===== src/rtl/mod_n_detect_pkg.sv =====
// mod_n_pkg: shared types and helpers for the mod_n_detect serial
// divisibility detector.
//   state_e     : detector state (EMPTY / ACTIVE)
//   rem_width   : width of the running remainder for a given divisor
//   mod_reduce  : exact modulo reduction used by both arithmetic modes
package mod_n_pkg;

  typedef enum logic [0:0] {
    EMPTY  = 1'b0,
    ACTIVE = 1'b1
  } state_e;

  // Remainder width; a divisor of 2 still needs one bit.
  function automatic int rem_width(input int divisor);
    return (divisor <= 2) ? 1 : $clog2(divisor);
  endfunction

  // Operands are at most REM_W+DIGIT_W+1 <= 25 bits, so 32 bits keeps
  // the reduction exact in every legal configuration.
  function automatic logic [31:0] mod_reduce(input logic [31:0] value,
                                             input logic [31:0] divisor);
    return value % divisor;
  endfunction

endpackage


===== src/rtl/mod_n_detect_if.sv =====
// mod_n_detect_if: digit stream in, divisibility status out.
//   master : drives clr, din_valid, din; observes status
//   slave  : the detector
// Handshake: a digit is taken on every rising edge where din_valid=1;
// there is no ready, the detector always accepts. clr with din_valid
// starts a new number with din as its first digit; clr alone empties.
interface mod_n_detect_if #(
  parameter int DIVISOR = 5,
  parameter int DIGIT_W = 1,
  parameter int CNT_W   = 16
) ();
  localparam int REM_W = mod_n_pkg::rem_width(DIVISOR);

  logic               clr;
  logic               din_valid;
  logic [DIGIT_W-1:0] din;
  logic               dout;
  logic               dout_valid;
  logic [REM_W-1:0]   rem;
  logic [CNT_W-1:0]   digit_cnt;
  logic               cnt_sat;
  mod_n_pkg::state_e  dbg_state;

  modport master (
    output clr, din_valid, din,
    input  dout, dout_valid, rem, digit_cnt, cnt_sat, dbg_state
  );

  modport slave (
    input  clr, din_valid, din,
    output dout, dout_valid, rem, digit_cnt, cnt_sat, dbg_state
  );
endinterface


===== src/rtl/mod_n_detect_step.sv =====
// mod_n_step: combinational single-digit remainder update.
//   rem_in  : remainder before this digit (0 for the first digit)
//   din     : incoming digit
//   rem_out : remainder after this digit
//   w_in/w_out (MOD_N_DETECT_LSB_FIRST_EN only): weight of this digit
//             and of the next one, both reduced mod DIVISOR.
// Default build is MSB-first; defining MOD_N_DETECT_LSB_FIRST_EN
// switches to LSB-first arithmetic.
module mod_n_step
  import mod_n_pkg::*;
#(
  parameter int DIVISOR = 5,
  parameter int DIGIT_W = 1,
  localparam int REM_W  = rem_width(DIVISOR)
) (
  input  logic [REM_W-1:0]   rem_in,
`ifdef MOD_N_DETECT_LSB_FIRST_EN
  input  logic [REM_W-1:0]   w_in,
  output logic [REM_W-1:0]   w_out,
`endif
  input  logic [DIGIT_W-1:0] din,
  output logic [REM_W-1:0]   rem_out
);

`ifdef MOD_N_DETECT_LSB_FIRST_EN
  // rem' = (rem + din*w) mod D ; w' = (w * 2^DIGIT_W) mod D
  assign rem_out = REM_W'(mod_reduce(32'(rem_in) + 32'(din) * 32'(w_in),
                                     32'(DIVISOR)));
  assign w_out   = REM_W'(mod_reduce(32'(w_in) << DIGIT_W, 32'(DIVISOR)));
`else
  // rem' = (rem * 2^DIGIT_W + din) mod D; the shift leaves the low
  // DIGIT_W bits clear, so OR-ing the digit in is an exact add.
  assign rem_out = REM_W'(mod_reduce((32'(rem_in) << DIGIT_W) | 32'(din),
                                     32'(DIVISOR)));
`endif

endmodule


===== src/rtl/mod_n_detect.sv =====
// mod_n_detect: streaming divisibility detector. Takes one radix
// 2^DIGIT_W digit per cycle with din_valid and reports the running
// remainder mod DIVISOR and whether the number so far is divisible.
//   clk, reset_n : clock, asynchronous active-low reset
//   bus (slave)  : clr/din_valid/din in; dout, dout_valid, rem,
//                  digit_cnt, cnt_sat, dbg_state out (all registered)
// Optional macro MOD_N_DETECT_LSB_FIRST_EN selects LSB-first digits.
module mod_n_detect
  import mod_n_pkg::*;
#(
  parameter int DIVISOR = 5,
  parameter int DIGIT_W = 1,
  parameter int CNT_W   = 16
) (
  input  logic         clk,
  input  logic         reset_n,
  mod_n_detect_if.slave bus
);

  localparam int REM_W = rem_width(DIVISOR);

  localparam logic [0:0] ST_EMPTY  = 1'b0;
  localparam logic [0:0] ST_ACTIVE = 1'b1;

  logic [0:0]       state_q;
  logic [REM_W-1:0] rem_q;
  logic             dout_q;
  logic             dout_valid_q;
  logic [CNT_W-1:0] cnt_q;
  logic             cnt_sat_q;

  logic [REM_W-1:0] rem_base;
  logic [REM_W-1:0] rem_nxt;
  logic [CNT_W-1:0] cnt_nxt;

  // clr with a digit restarts the number: the digit is applied to an
  // empty remainder (and unit weight in LSB mode).
  assign rem_base = bus.clr ? '0 : rem_q;

  // Saturating counter; a restart makes this digit the first.
  assign cnt_nxt = bus.clr ? CNT_W'(1)
                 : (&cnt_q) ? cnt_q
                 : cnt_q + CNT_W'(1);

`ifdef MOD_N_DETECT_LSB_FIRST_EN
  localparam logic [REM_W-1:0] W_ONE = REM_W'(1);

  logic [REM_W-1:0] w_q;
  logic [REM_W-1:0] w_base;
  logic [REM_W-1:0] w_nxt;

  assign w_base = bus.clr ? W_ONE : w_q;

  mod_n_step #(.DIVISOR(DIVISOR), .DIGIT_W(DIGIT_W)) u_step (
    .rem_in  (rem_base),
    .w_in    (w_base),
    .w_out   (w_nxt),
    .din     (bus.din),
    .rem_out (rem_nxt)
  );

  always_ff @(posedge clk or negedge reset_n) begin
    if (!reset_n) begin
      w_q <= W_ONE;
    end else if (bus.din_valid) begin
      w_q <= w_nxt;
    end else if (bus.clr) begin
      w_q <= W_ONE;
    end
  end
`else
  mod_n_step #(.DIVISOR(DIVISOR), .DIGIT_W(DIGIT_W)) u_step (
    .rem_in  (rem_base),
    .din     (bus.din),
    .rem_out (rem_nxt)
  );
`endif

  always_ff @(posedge clk or negedge reset_n) begin
    if (!reset_n) begin
      state_q      <= ST_EMPTY;
      rem_q        <= '0;
      dout_q       <= 1'b0;
      dout_valid_q <= 1'b0;
      cnt_q        <= '0;
      cnt_sat_q    <= 1'b0;
    end else if (bus.din_valid) begin
      state_q      <= ST_ACTIVE;
      rem_q        <= rem_nxt;
      dout_q       <= (rem_nxt == '0);
      dout_valid_q <= 1'b1;
      cnt_q        <= cnt_nxt;
      // The counter never leaves all-ones except via clr/reset, so
      // this keeps cnt_sat sticky.
      cnt_sat_q    <= &cnt_nxt;
    end else if (bus.clr) begin
      state_q      <= ST_EMPTY;
      rem_q        <= '0;
      dout_q       <= 1'b0;
      dout_valid_q <= 1'b0;
      cnt_q        <= '0;
      cnt_sat_q    <= 1'b0;
    end
  end

  assign bus.rem        = rem_q;
  assign bus.dout       = dout_q;
  assign bus.dout_valid = dout_valid_q;
  assign bus.digit_cnt  = cnt_q;
  assign bus.cnt_sat    = cnt_sat_q;
  assign bus.dbg_state  = state_e'(state_q);

endmodule


===== src/flat_wrapper.sv =====
// flat-port wrapper written by rule: the top's interface ports become plain ports
module mod_n_detect_flat import mod_n_pkg::*;
#(
  parameter int DIVISOR = 5,
  parameter int DIGIT_W = 1,
  parameter int CNT_W   = 16
)
  (clk, reset_n, bus_clr, bus_din_valid, bus_din, bus_dout, bus_dout_valid, bus_rem, bus_digit_cnt, bus_cnt_sat, bus_dbg_state);
  mod_n_detect_if #(.DIVISOR(DIVISOR), .DIGIT_W(DIGIT_W), .CNT_W(CNT_W)) bus_i ();
  input  logic clk;
  input  logic reset_n;
  input wire logic [$bits(bus_i.clr)-1:0] bus_clr;
  input wire logic [$bits(bus_i.din_valid)-1:0] bus_din_valid;
  input wire logic [$bits(bus_i.din)-1:0] bus_din;
  output wire logic [$bits(bus_i.dout)-1:0] bus_dout;
  output wire logic [$bits(bus_i.dout_valid)-1:0] bus_dout_valid;
  output wire logic [$bits(bus_i.rem)-1:0] bus_rem;
  output wire logic [$bits(bus_i.digit_cnt)-1:0] bus_digit_cnt;
  output wire logic [$bits(bus_i.cnt_sat)-1:0] bus_cnt_sat;
  output wire logic [$bits(bus_i.dbg_state)-1:0] bus_dbg_state;
  assign bus_i.clr = bus_clr;
  assign bus_i.din_valid = bus_din_valid;
  assign bus_i.din = bus_din;
  assign bus_dout = bus_i.dout;
  assign bus_dout_valid = bus_i.dout_valid;
  assign bus_rem = bus_i.rem;
  assign bus_digit_cnt = bus_i.digit_cnt;
  assign bus_cnt_sat = bus_i.cnt_sat;
  assign bus_dbg_state = bus_i.dbg_state;
  mod_n_detect #(.DIVISOR(DIVISOR), .DIGIT_W(DIGIT_W), .CNT_W(CNT_W)) u_core (.clk(clk), .reset_n(reset_n), .bus(bus_i));
endmodule

===== config.mk =====
export PLATFORM = sky130hd
export DESIGN_NAME = mod_n_detect_flat
export DESIGN_NICKNAME = d
export VERILOG_FILES = /design/src/rtl/mod_n_detect_pkg.sv /design/src/rtl/mod_n_detect_if.sv /design/src/rtl/mod_n_detect_step.sv /design/src/rtl/mod_n_detect.sv /design/src/flat_wrapper.sv
export SDC_FILE = /design/constraint.sdc
export NUM_CORES = 1
export LEC_CHECK = 0
export CAP_MARGIN = 20
export CELL_PAD_IN_SITES_DETAIL_PLACEMENT = 1
export CELL_PAD_IN_SITES_GLOBAL_PLACEMENT = 2
export CORE_MARGIN = 2
export CORE_UTILIZATION = 30
export CTS_CLUSTER_DIAMETER = 120
export DETAILED_ROUTE_END_ITERATION = 8
export PLACE_DENSITY = 0.8
export SLEW_MARGIN = 25
export SYNTH_ARGS = -nofsm -noshare
export SYNTH_HDL_FRONTEND = slang
export SYNTH_SLANG_ARGS = --single-unit

===== constraint.sdc =====
create_clock -name clk -period 6.05 [get_ports clk]
set_input_delay 0.9075 -clock clk [delete_from_list [all_inputs] [get_ports clk]]
set_output_delay 0.9075 -clock clk [all_outputs]
set_load 0.02 [all_outputs]

==> qor.yml <==
finalCriticalPeriod_ns: 4.078
finalClockSkew_ns: 0.001383
n_fill_cell: 625
grt_usage: 0.1571
grt_max_degree: 23
antenna_found_initial: 0
num_antenna_cells: 0
core_area_um2: 5205
ys_seq_area_frac: 0.3343
rrSetupSlack_ns: 2.98
yosys-top-cells-area: "dfrtp_1 33%, ha_1 4.6%, nand2_1 4.1%"
report.final.slew_viol_count: 0
worstPathRequired_ns: 6.24
cts_setup_buffers: 0
cts-root-buf: "clkbuf_8"
grt_pass1_vias: 1533
critPathArrivalTime_ns: 4.27
syn-instance-count: 185
tightest_slew_ns: 0.7967
synth_edf_count: 0
drt-vias-per-instance: 5.495
path_class: "in -> reg"
cp-start-kind: "input pin"
ys_types: 54
io_buffers: 27
hp-class: "reg -> reg"
max_freq_ghz: 0.2452
final_antenna_net_count: 0
drive_above_1_share: 0.08374
tritoncts: "built"
wl_per_cell_um: 16.07
gp_congestion: 0.8273
crit_fanout: 18
cts_resized: 0
placed_area_um2: 1926
cts_max_path_buffers: 2
post-route-period-util: 0.6740
hold_violations: 0
yosys_most_used_dff: "dfrtp_1"
relSlewSlack: 0.4672
grt_pass1_wl_mm: 7.603
synth-seq-cells: 22
avgSynthCellArea_um2: 8.900
p_per_area_nw_per_um2: 175.2
initial_core_util: 0.3163
clock_latency_ns: 0.27
dr.pass1.iters: 4
chipWidth_um: 78.09
maxCapViolCount: 0
yosys_warnings: 0
rows: 26
static-leakage-power_uw: 0.0007821
vias: 1500
synth_area_um2: 1647
max-vdd-ir-drop_mv: 0.09016
clk_pin_slew_ns: 0.08
setup_viol: 0
final_cell_area_um2: 1981
status: "finished clean"
synthArstFlopShare: 1.000
drc: 0
synth_area_leader_cell: "dfrtp_1"
dpl.hpwl_mm: 3.182
pre_cts_slack_ns: 1.702
first_iter_violations: 75
cp-end-kind: "flop"
syn-num-nets: 196
die_area_um2: 6097
htree_levels: 1
rsz0062_at_grt: "false"
nNetsFinal: 215
wl_mm: 4.386
io_pins: 28
die_height_um: 78.09
synth_top_area_frac: 0.3343
fin_tns_setup_ns: 0
numCtsBuffers: 3
grt.overflow.total: 0
postCtsHoldBufs: 0
fin_ws_ns: 1.972
cts.sinks: 22
area_growth_pct: 20.29
final_util: 0.3805
metal layers:
metal	share of wire	GRT usage	vias to the layer above	routed length (um)
met5	0	0	-	0
met4	0.024	0.07018	0	105
met3	0.036	0.02529	8	157
met2	0.47	0.2534	30	2067
met1	0.47	0.2072	740	2055
li1	-	-	722	-
flip-flops by register name, indices dropped and copies added (netlist names):
register / count
u_core.bus.dout_valid: 1
u_core.bus.digit_cnt: 16
u_core.bus.rem: 3
u_core.bus.cnt_sat: 1
u_core.bus.dout: 1
worst max-delay path, stage by stage:
cell	delay, ns
clkdlybuf4s50_1	0.40
buf_4	0.21
inv_1	0.19
nand2_1	0.16
ha_1	0.28
or3b_2	0.47
a21boi_0	0.20
o21ai_0	0.24
ha_1	0.25
nand2b_1	0.13
a22oi_1	0.31
mux2_2	0.39
mux2i_1	0.13
cell type report:
cell class / instances / area (um^2) / area share
multi-input cells: 141 / 984.7 / 0.4972
repair buffers: 28 / 272.8 / 0.1377
clock buffers: 4 / 55.05 / 0.02780
well taps: 70 / 87.58 / 0.04422
flip-flops and latches: 22 / 550.5 / 0.2780
inverters: 8 / 30.03 / 0.01516
synth_stat cells (all sizes together), types with 6 or more instances:
cell and n:
dfrtp 22, nand2 18, nor2 13, buf 11
nand4 11, inv 8, o21ai 8, a21oi 7
nand3 7, ha 6, xor2 6
per-stage QoR:
stage               power (uW)  cells  hold slack (ns)
floorplan                208.9    185           0.5862
global placement         239.2    269           0.4700
detailed placement       240.1    269           0.4798
global route             369.2    273           0.5296
finish                   347.0    273           0.4896
CTS                      354.9    273           0.5011
cell families after synthesis:
family | Yosys count | share of synthesized area
mux | 4 | 0.02584
xor+xnor | 10 | 0.05319
fa+ha+maj | 6 | 0.04559
compound gates | 45 | 0.2044
simple gates | 76 | 0.2690
buf+inv | 22 | 0.06763
flops | 22 | 0.3343
power breakdown:
| part | switching, uW | internal (uW) |
|---|---|---|
| clock | 52.7 | 58.2 |
| sequential | 8.62 | 153 |
| combinational | 41.0 | 33.4 |
cells in the final DEF (no fill, tap or decap), types with 2 or more instances in the layout:
master,netlist,routed
a211oi_1,3,3
a21o_1,4,4
a21oi_1,7,7
a32oi_1,2,2
and3_1,3,3
and4_1,4,4
clkbuf_8,0,4
clkdlybuf4s50_1,0,26
dfrtp_1,22,22
ha_1,6,6
inv_1,8,8
mux2_2,2,2
mux2i_1,2,2
nand2_1,18,18
nand2b_1,3,3
nand3_1,6,6
nand4_1,8,8
nand4_4,2,2
nor2_1,13,13
nor2b_1,3,3
nor3_1,4,4
o2111ai_1,2,2
o21ai_0,8,8
o31a_1,2,2
or3_1,4,4
or3b_2,2,2
xnor2_1,4,4
xor2_1,6,6
path summary, 6_finish.rpt:
path	startpoint	cells after the start	end
max	bus_clr	13	u_core.bus.rem[1]
min	u_core.bus.cnt_sat	2	u_core.bus.cnt_sat
max reg2reg	u_core.bus.rem[1]	10	u_core.bus.rem[1]
min reg2reg	u_core.bus.cnt_sat	2	u_core.bus.cnt_sat
max in group asynchronous	reset_n	1	u_core.bus.digit_cnt[4]
min in group asynchronous	reset_n	1	u_core.bus.digit_cnt[15]
Power figures use the tool's default switching activity.
